`src/rtl/t01_ai_score_eval_if.sv`:
```
// Feature-extract handshake between the AI score evaluator (master) and the
// board feature extractor (slave).
interface t01_ai_score_eval_if;
  logic       extract_start;
  logic       extract_ready;
  logic       ofm_done;
  logic [7:0] lines_cleared;
  logic [7:0] holes;
  logic [7:0] bumpiness;
  logic [7:0] height_sum;

  modport master (
    output extract_start, ofm_done,
    input  extract_ready, lines_cleared, holes, bumpiness, height_sum
  );

  modport slave (
    input  extract_start, ofm_done,
    output extract_ready, lines_cleared, holes, bumpiness, height_sum
  );
endinterface

```
`src/rtl/t01_ai_score_eval.sv`:
```
// AI candidate scorer: fetches board features, serially accumulates a signed
// weighted score and tracks the best candidate of a batch. Optional macro:
// T01_AI_SCORE_TETRIS_BONUS_EN adds TETRIS_BONUS when four lines are cleared.
module t01_ai_score_eval #(
  parameter logic [7:0] W_LINES  = 8'd76,
  parameter logic [7:0] W_HOLES  = 8'd36,
  parameter logic [7:0] W_BUMP   = 8'd18,
  parameter logic [7:0] W_HEIGHT = 8'd51
`ifdef T01_AI_SCORE_TETRIS_BONUS_EN
  , parameter logic [9:0] TETRIS_BONUS = 10'd200
`endif
) (
  input  logic                      clk,
  input  logic                      rst,
  input  logic                      eval_start,
  input  logic [5:0]                candidate_id,
  input  logic                      candidate_first,
  input  logic                      candidate_last,
  t01_ai_score_eval_if.master       ext,
  output logic                      eval_busy,
  output logic                      eval_done,
  output logic signed [19:0]        last_score,
  output logic signed [19:0]        best_score,
  output logic [5:0]                best_id,
  output logic                      best_valid
);

  typedef enum logic [2:0] {IDLE, REQ, ACK, MAC, CMP, DONE} state_t;

  state_t             state, state_nx;
  logic [5:0]         tag;
  logic               first_q, last_q;
  logic [7:0]         f_lines, f_holes, f_bump, f_height;
  logic [1:0]         term;
  logic signed [19:0] acc;
  logic signed [19:0] score;
  logic [7:0]         mul_w, mul_f;
  logic [15:0]        product;
  logic signed [19:0] term_val;

  // NOTE: sequential state uses non-blocking assignment so every register
  // samples pre-edge values regardless of process ordering.
  always_ff @(posedge clk) begin
    if (rst) state <= IDLE;
    else     state <= state_nx;
  end

  // Outputs decode from the registered state, so reset drops them on the
  // very edge that returns the FSM to IDLE.
  // NOTE: every output of a combinational block gets a default first; a
  // missed branch would otherwise infer a latch.
  always_comb begin
    state_nx          = state;
    ext.extract_start = 1'b0;
    ext.ofm_done      = 1'b0;
    eval_busy         = 1'b1;
    eval_done         = 1'b0;
    best_valid        = 1'b0;
    unique case (state)
      IDLE: begin
        eval_busy = 1'b0;
        if (eval_start) state_nx = REQ;
      end
      REQ: begin
        ext.extract_start = 1'b1;
        if (ext.extract_ready) state_nx = ACK;
      end
      ACK: begin
        // Extractor only advances while its start is high, so hold it here.
        ext.extract_start = 1'b1;
        ext.ofm_done      = 1'b1;
        state_nx          = MAC;
      end
      MAC:  if (term == 2'd3) state_nx = CMP;
      CMP:  state_nx = DONE;
      DONE: begin
        eval_done  = 1'b1;
        best_valid = last_q;
        state_nx   = IDLE;
      end
      default: state_nx = IDLE;
    endcase
  end

  // One weight/feature pair per MAC cycle; term 0 is the only reward.
  always_comb begin
    mul_w = W_LINES;
    mul_f = f_lines;
    unique case (term)
      2'd1:    begin mul_w = W_HOLES;  mul_f = f_holes;  end
      2'd2:    begin mul_w = W_BUMP;   mul_f = f_bump;   end
      2'd3:    begin mul_w = W_HEIGHT; mul_f = f_height; end
      default: begin mul_w = W_LINES;  mul_f = f_lines;  end
    endcase
  end

  assign product  = {8'd0, mul_w} * {8'd0, mul_f};
  assign term_val = signed'({4'd0, product});

`ifdef T01_AI_SCORE_TETRIS_BONUS_EN
  assign score = (f_lines == 8'd4) ? acc + signed'({10'd0, TETRIS_BONUS}) : acc;
`else
  assign score = acc;
`endif

  // NOTE: all datapath registers are reset (no memories here), so every
  // output, including the best-score record, reads zero after reset.
  always_ff @(posedge clk) begin
    if (rst) begin
      tag        <= '0;
      first_q    <= 1'b0;
      last_q     <= 1'b0;
      f_lines    <= '0;
      f_holes    <= '0;
      f_bump     <= '0;
      f_height   <= '0;
      term       <= '0;
      acc        <= '0;
      last_score <= '0;
      best_score <= '0;
      best_id    <= '0;
    end else begin
      if (state == IDLE && eval_start) begin
        tag     <= candidate_id;
        first_q <= candidate_first;
        last_q  <= candidate_last;
      end
      if (state == REQ && ext.extract_ready) begin
        f_lines  <= ext.lines_cleared;
        f_holes  <= ext.holes;
        f_bump   <= ext.bumpiness;
        f_height <= ext.height_sum;
      end
      if (state == ACK) begin
        acc  <= '0;
        term <= '0;
      end
      if (state == MAC) begin
        acc  <= (term == 2'd0) ? acc + term_val : acc - term_val;
        term <= term + 2'd1;
      end
      if (state == CMP) begin
        last_score <= score;
        // Strict compare: ties keep the earlier candidate.
        if (first_q || score > best_score) begin
          best_score <= score;
          best_id    <= tag;
        end
      end
    end
  end

endmodule

```
`src/flat_wrapper.sv`:
```
// flat-port wrapper written by rule: the top's interface ports become plain ports
module t01_ai_score_eval_flat 
#(
  parameter logic [7:0] W_LINES  = 8'd76,
  parameter logic [7:0] W_HOLES  = 8'd36,
  parameter logic [7:0] W_BUMP   = 8'd18,
  parameter logic [7:0] W_HEIGHT = 8'd51

)
  (clk, rst, eval_start, candidate_id, candidate_first, candidate_last, eval_busy, eval_done, last_score, best_score, best_id, best_valid, ext_extract_start, ext_ofm_done, ext_extract_ready, ext_lines_cleared, ext_holes, ext_bumpiness, ext_height_sum);
  t01_ai_score_eval_if ext_i ();
  input  logic clk;
  input  logic rst;
  input  logic eval_start;
  input  logic [5:0] candidate_id;
  input  logic candidate_first;
  input  logic candidate_last;
  output logic eval_busy;
  output logic eval_done;
  output logic signed [19:0] last_score;
  output logic signed [19:0] best_score;
  output logic [5:0] best_id;
  output logic best_valid;
  output wire logic [$bits(ext_i.extract_start)-1:0] ext_extract_start;
  output wire logic [$bits(ext_i.ofm_done)-1:0] ext_ofm_done;
  input wire logic [$bits(ext_i.extract_ready)-1:0] ext_extract_ready;
  input wire logic [$bits(ext_i.lines_cleared)-1:0] ext_lines_cleared;
  input wire logic [$bits(ext_i.holes)-1:0] ext_holes;
  input wire logic [$bits(ext_i.bumpiness)-1:0] ext_bumpiness;
  input wire logic [$bits(ext_i.height_sum)-1:0] ext_height_sum;
  assign ext_extract_start = ext_i.extract_start;
  assign ext_ofm_done = ext_i.ofm_done;
  assign ext_i.extract_ready = ext_extract_ready;
  assign ext_i.lines_cleared = ext_lines_cleared;
  assign ext_i.holes = ext_holes;
  assign ext_i.bumpiness = ext_bumpiness;
  assign ext_i.height_sum = ext_height_sum;
  t01_ai_score_eval #(.W_LINES(W_LINES), .W_HOLES(W_HOLES), .W_BUMP(W_BUMP), .W_HEIGHT(W_HEIGHT)) u_core (.clk(clk), .rst(rst), .eval_start(eval_start), .candidate_id(candidate_id), .candidate_first(candidate_first), .candidate_last(candidate_last), .ext(ext_i), .eval_busy(eval_busy), .eval_done(eval_done), .last_score(last_score), .best_score(best_score), .best_id(best_id), .best_valid(best_valid));
endmodule
```
`config.mk`:
```
export PLATFORM = sky130hd
export DESIGN_NAME = t01_ai_score_eval_flat
export DESIGN_NICKNAME = d
export VERILOG_FILES = /design/src/rtl/t01_ai_score_eval_if.sv /design/src/rtl/t01_ai_score_eval.sv /design/src/flat_wrapper.sv
export SDC_FILE = /design/constraint.sdc
export NUM_CORES = 1
export LEC_CHECK = 0
export BUFFER_PORTS_ARGS = -buffer_cell sky130_fd_sc_hd__buf_4
export CORE_ASPECT_RATIO = 1.2
export CORE_MARGIN = 1.5
export CORE_UTILIZATION = 36
export CTS_BUF_LIST = sky130_fd_sc_hd__clkbuf_2
export DETAILED_ROUTE_END_ITERATION = 10
export MAX_ROUTING_LAYER = met4
export PLACE_DENSITY = 0.51
export SLEW_MARGIN = 20
export SYNTH_ARGS = -nofsm -noshare
export SYNTH_HDL_FRONTEND = slang
export SYNTH_SLANG_ARGS = --single-unit
```
`constraint.sdc`:
```
create_clock -name clk -period 8.45 [get_ports clk]
set_input_delay 1.2675 -clock clk [delete_from_list [all_inputs] [get_ports clk]]
set_output_delay 1.2675 -clock clk [all_outputs]
set_load 0.05 [all_outputs]
```
-- Yosys cells after proc, flatten, opt, wreduce, memory -nomap -nowiden
Index checks and enable logic that the tools add are counted.
- output and inout bits: 51
- word-level logic and storage cells: 54
- input bits: 44
- register bits: 111
- multiply operators: 1
- magnitude comparators: 1
- reductions and logical operators: 9
- eq/ne operators: 11
- mux-type cells: 16
- add/subtract/negate cells: 3
- operator list (operator ; number):
    two-way mux 20 bit ; 3
    one-hot mux 8 bit (3 select lines) ; 1
    one-hot mux 7 bit (3 select lines) ; 1
    adder 20 x 17 -> 20 bit ; 1
    > comparator 20 bit ; 1
    subtractor 20 x 17 -> 20 bit ; 1
    multiplier 7 x 8 -> 15 bit ; 1
    one-hot mux 3 bit (5 select lines) ; 1
    two-way mux 3 bit ; 3
    equality test 3 x 2 -> 1 bit, second input constant ; 2
    equality test 3 bit, second input constant ; 2
    two-way mux 1 bit ; 5
    equality test 2 bit, second input constant ; 2
    two-way mux 2 bit ; 2
    inequality test 2 bit, second input constant ; 2
    equality test 3 x 1 -> 1 bit, second input constant ; 1
    logical NOT 3 bit ; 1
    AND reduction 3 bit ; 1
    adder 2 x 1 -> 2 bit, second input constant ; 1
    equality test 2 x 1 -> 1 bit, second input constant ; 1
    logical AND 1 bit ; 2
    logical NOT 2 bit ; 1
    inequality test 2 x 1 -> 1 bit, second input constant ; 1
    AND reduction 2 bit ; 1
    other kinds (3) ; 3

-- Longest topological paths before layout
- depth after elaboration: 6
- mapped depth: 35
- depth with buffers taken out: 33

-- Worst setup path after synthesis
Ideal clock, no wire load.
- kind: register to register
- start: reg u_core.term[1]
- end: reg u_core.acc[19]
- clock period less this slack: 7680 ps
- data arrival time: 7610 ps
- library setup time: 70 ps
- path buffers: 1
- stages on the path, launching flop included: 32
- setup slack: 770 ps
- data required time: 8380 ps
- cells stage by stage: dfxtp_1 > inv_1 > ha_1 > clkbuf_1 > a222oi_1 > mux2i_1 > o21ai_0 > fa_1 > fa_1 > inv_1 > fa_1 > inv_1 > fa_1 > inv_1 > ha_1 > a21oi_2 > o211a_1 > o211ai_2 > or4b_4 > a2111oi_4 > a21oi_1 > xnor2_1 > ha_1 > and2_1 > nand3_1 > nand2b_1 > o2111a_1 > nor3_1 > a31oi_1 > xnor2_1 > mux2_1 > a21oi_1
- cells in the longest elaborated chain, start to end: 6
- elaborated cells between the ends (all ways): 11
- those cells by class: add/sub (2); mul (1); eq/ne (3); mux (4); reduce/logical (1)
- ends and longest elaborated chain (element ; line ; text):
    start, declared ; t01_ai_score_eval.sv:34 ; logic [1:0] term;
    start signal, assigned ; t01_ai_score_eval.sv:140 ; term <= term + 2'd1;
    equality test 2 bit or equality test 2 x 1 -> 1 bit (tied branches) ; t01_ai_score_eval.sv:89 ; unique case (term)
    one-hot mux 7 bit (3 select lines) or one-hot mux 8 bit (3 select lines) (tied branches) ; t01_ai_score_eval.sv:89 ;
    multiplier 7 x 8 -> 15 bit ; t01_ai_score_eval.sv:97 ; assign product = {8'd0, mul_w} * {8'd0, mul_f};
    subtractor 20 x 17 -> 20 bit or adder 20 x 17 -> 20 bit (tied branches) ; t01_ai_score_eval.sv:139 ; acc <= (term == 2'd0) ? acc + term_val : acc - term_val;
    two-way mux 20 bit * ; t01_ai_score_eval.sv:139 ;
    two-way mux 20 bit * ; t01_ai_score_eval.sv:138 ; if (state == MAC) begin
    end signal, assigned ; t01_ai_score_eval.sv:139 ;
    end, declared ; t01_ai_score_eval.sv:35 ; logic signed [19:0] acc;
Every way passes the cells marked *; elsewhere a longest branch is shown, timed or not.
A chain may end at the register's enable or synchronous reset.

-- Worst setup path after layout
- start: reg u_core.term[0]
- end: reg u_core.acc[19]
The elaborated chain is that of the path after synthesis.

==> impl_metrics.env <==
export IMPL_num_rows=59
export IMPL_outcome="finished clean"
export IMPL_cp_max_fo=11
export IMPL_vias_per_cell=5.04
export IMPL_relSlewSlack_pct=28.1
export IMPL_vias=6665
export IMPL_cts_sinks=111
export IMPL_grt_max_degree=97
export IMPL_min_path_type="flop to flop"
export IMPL_finalCritPeriodShare_pct=94.5
export IMPL_htreeDepth=3
export IMPL_fmax_mhz=125
export IMPL_rsz0062_at_grt="false"
export IMPL_ant_nets=0
export IMPL_portBuffers=94
export IMPL_async_flop_share_pct=0
export IMPL_synthCells=973
export IMPL_synthFlopType="dfxtp_1"
export IMPL_maxSlewViolCount=0
export IMPL_drt_iter0_markers=352
export IMPL_finalClockSkew_ns=0.0957
export IMPL_cp_slowest_cell="or4b_4"
export IMPL_fin_ws_ns=0.468
export IMPL_finalNetCount=1194
export IMPL_dpl_hpwl_um=14900
export IMPL_utilization_pct=41.7
export IMPL_min_period_ns=7.98
export IMPL_netlist_cell_type_count=65
export IMPL_synth_edf_count=0
export IMPL_setup_tns_ns=0
export IMPL_cts_tree="built"
export IMPL_leakage_nw=3.84
export IMPL_slowest_delay_ns=0.58
export IMPL_drc=0
export IMPL_worstPathRequired_ns=9.11
export IMPL_path_class="flop to flop"
export IMPL_setup_viol=0
export IMPL_clock_latency_ns=0.68
export IMPL_dieWidth_um=138
export IMPL_yosysWarningCount=0
export IMPL_clkTransAtPathRegs_ns=0.40
export IMPL_grt_pass1_vias=6525
export IMPL_maxCapViolations=0
export IMPL_yosys_top_cells_area="dfxtp_1, ha_1, fa_1, nand2_1, a21oi_1"
export IMPL_firstDrtPassIters=5
export IMPL_dieArea_mm2=0.0229
export IMPL_final_cell_mix="nand2_1, dfxtp_1, buf_4"
export IMPL_syn_nets=1124
export IMPL_die_height_um=165
export IMPL_area_growth_pct=14.1
export IMPL_avgSynthCellArea_um2=8.13
export IMPL_p_per_area_mw_per_mm2=114
export IMPL_io_pins=95
export IMPL_worst_slew_pin_slew_ns=1.08
export IMPL_yosysTopAreaCellShare_pct=28.1
export IMPL_post_drt_wl_per_cell_um=14.5
export IMPL_grt_remaining_overflow=0
export IMPL_crit_top_cell="inv_1"
export IMPL_drive_above_1_share_pct=13.6
export IMPL_pre_cts_slack_ns=0.208
export IMPL_ctsLongestPathBuffers=2
export IMPL_cts_root_buf="clkbuf_2"
export IMPL_total_power_mw=1.03
export IMPL_drt_total_wl_um=19100
export IMPL_netlist_area_mm2=0.00791
export IMPL_gp_congestion=0.836
export IMPL_yosysTopAreaCell="dfxtp_1"
export IMPL_antenna_found_initial=1
export IMPL_ys_seq_elements=111
export IMPL_coreArea_mm2=0.0216
export IMPL_grt_pass1_wl_um=32200
export IMPL_ctsHoldBuffers=0
export IMPL_peakVddDrop_mv=0.0685
export IMPL_initial_utilization_pct=36.6
export IMPL_cts_buffers=9
export IMPL_final_common_cell="nand2_1"
export IMPL_final_hold_viol_count=0
export IMPL_grt_usage_pct=17.7
export IMPL_cp_end_kind="flop"
export IMPL_ys_seq_area_share_pct=28.1
export IMPL_cp_arrival_ns=8.64
export IMPL_cp_start_kind="flop"
path summary, 6_finish.rpt:
check	endpoint	cells after the start	start	slack, ns
max reg2reg	u_core.acc[19]$_SDFFE_PP0P_	32	u_core.term[0]$_SDFFE_PP0P_	0.47
min	u_core.f_lines[3]$_SDFFE_PP0P_	2	u_core.f_lines[3]$_SDFFE_PP0P_	0.47
min reg2reg	u_core.f_lines[3]$_SDFFE_PP0P_	2	u_core.f_lines[3]$_SDFFE_PP0P_	0.47
max	u_core.acc[19]$_SDFFE_PP0P_	32	u_core.term[0]$_SDFFE_PP0P_	0.47
report_power, final:
part	internal [mW]	switching (mW)
Clock	0.0523	0.209
Sequential	0.538	0.00942
Combinational	0.0912	0.126
synthesized netlist by cell type (3+ instances only):
master and count:
nand3_1 11, nor3_1 20, a22oi_1 9, or3_1 8
xor2_1 12, nand2b_1 67, inv_1 67, nand2_1 150
a21oi_1 102, clkbuf_1 38, o22ai_1 3, o21a_1 5
and3_1 7, fa_1 30, o21ai_0 25, a21o_1 14
a211oi_1 4, nor2_1 64, o211ai_1 4, a222oi_1 8
xnor2_1 22, nand4_1 6, ha_1 77, nor2b_1 8
a31oi_1 6, dfxtp_1 111, mux2i_1 28, and2_1 14
buf_1 7
kinds of logic after synthesis:
group	share of synthesized area [%]
AOI/OAI and AO/OA	16.9
muxes	3.97
adders and majority gates	19.8
and+or+nand+nor	22.1
xor gates and xnor gates	3.76
DFF	28.1
buffers and inverters	5.44
worst max-delay path, delay by kind of cell (launching register included):
kind,cells,cell delay [ns]
AO/OA/AOI/OAI,9,1.88
buffers and inverters,5,0.27
XOR/XNOR,2,0.31
adder cells (fa/ha/maj),7,3.06
flip-flops,1,0.45
AND/OR/NAND/NOR,8,1.72
multiplexers,1,0.33
layer usage:
layer	GRT usage, %	share of wire, %	vias to the layer above
met5	-	0	-
met1	20.8	45	3119
li1	-	-	3462
met3	2.57	2.5	6
met4	3.54	0.68	0
met2	32.3	52	78
sequential cells by signal, indices dropped and copies added, names as in the netlist:
register	cells
u_core.acc	20
u_core.best_id	6
u_core.best_score	20
u_core.f_bump	8
u_core.f_height	8
u_core.f_holes	8
u_core.f_lines	8
u_core.first_q	1
u_core.last_q	1
u_core.last_score	20
u_core.state	3
u_core.tag	6
u_core.term	2
area by class of cell:
class                   instances  area, um^2
fillers                      2262       12600
inverters                      67         251
multi-input cells             748        5290
clock buffers                   9        45.0
clock inverters                 7        80.1
diodes                          1        2.50
flip-flops and latches        111        2220
repair buffers                106         796
well taps                     274         343
stage by stage:
step | hold WS (ns) | area, um^2 | cells
floorplan | 0.432 | 7910 | 973
global route | 0.491 | 9030 | 1323
detailed placement | 0.445 | 8880 | 1305
CTS | 0.470 | 9010 | 1321
finish | 0.466 | 9030 | 1323
global placement | 0.441 | 8880 | 1305
timing repair:
action / 4_1_cts / 5_1_grt
setup endpoints to repair: 0 / 1
gates resized for setup: 0 / 5
setup buffers: 0 / 1
Note: power is estimated with default switching activity, not from simulation.
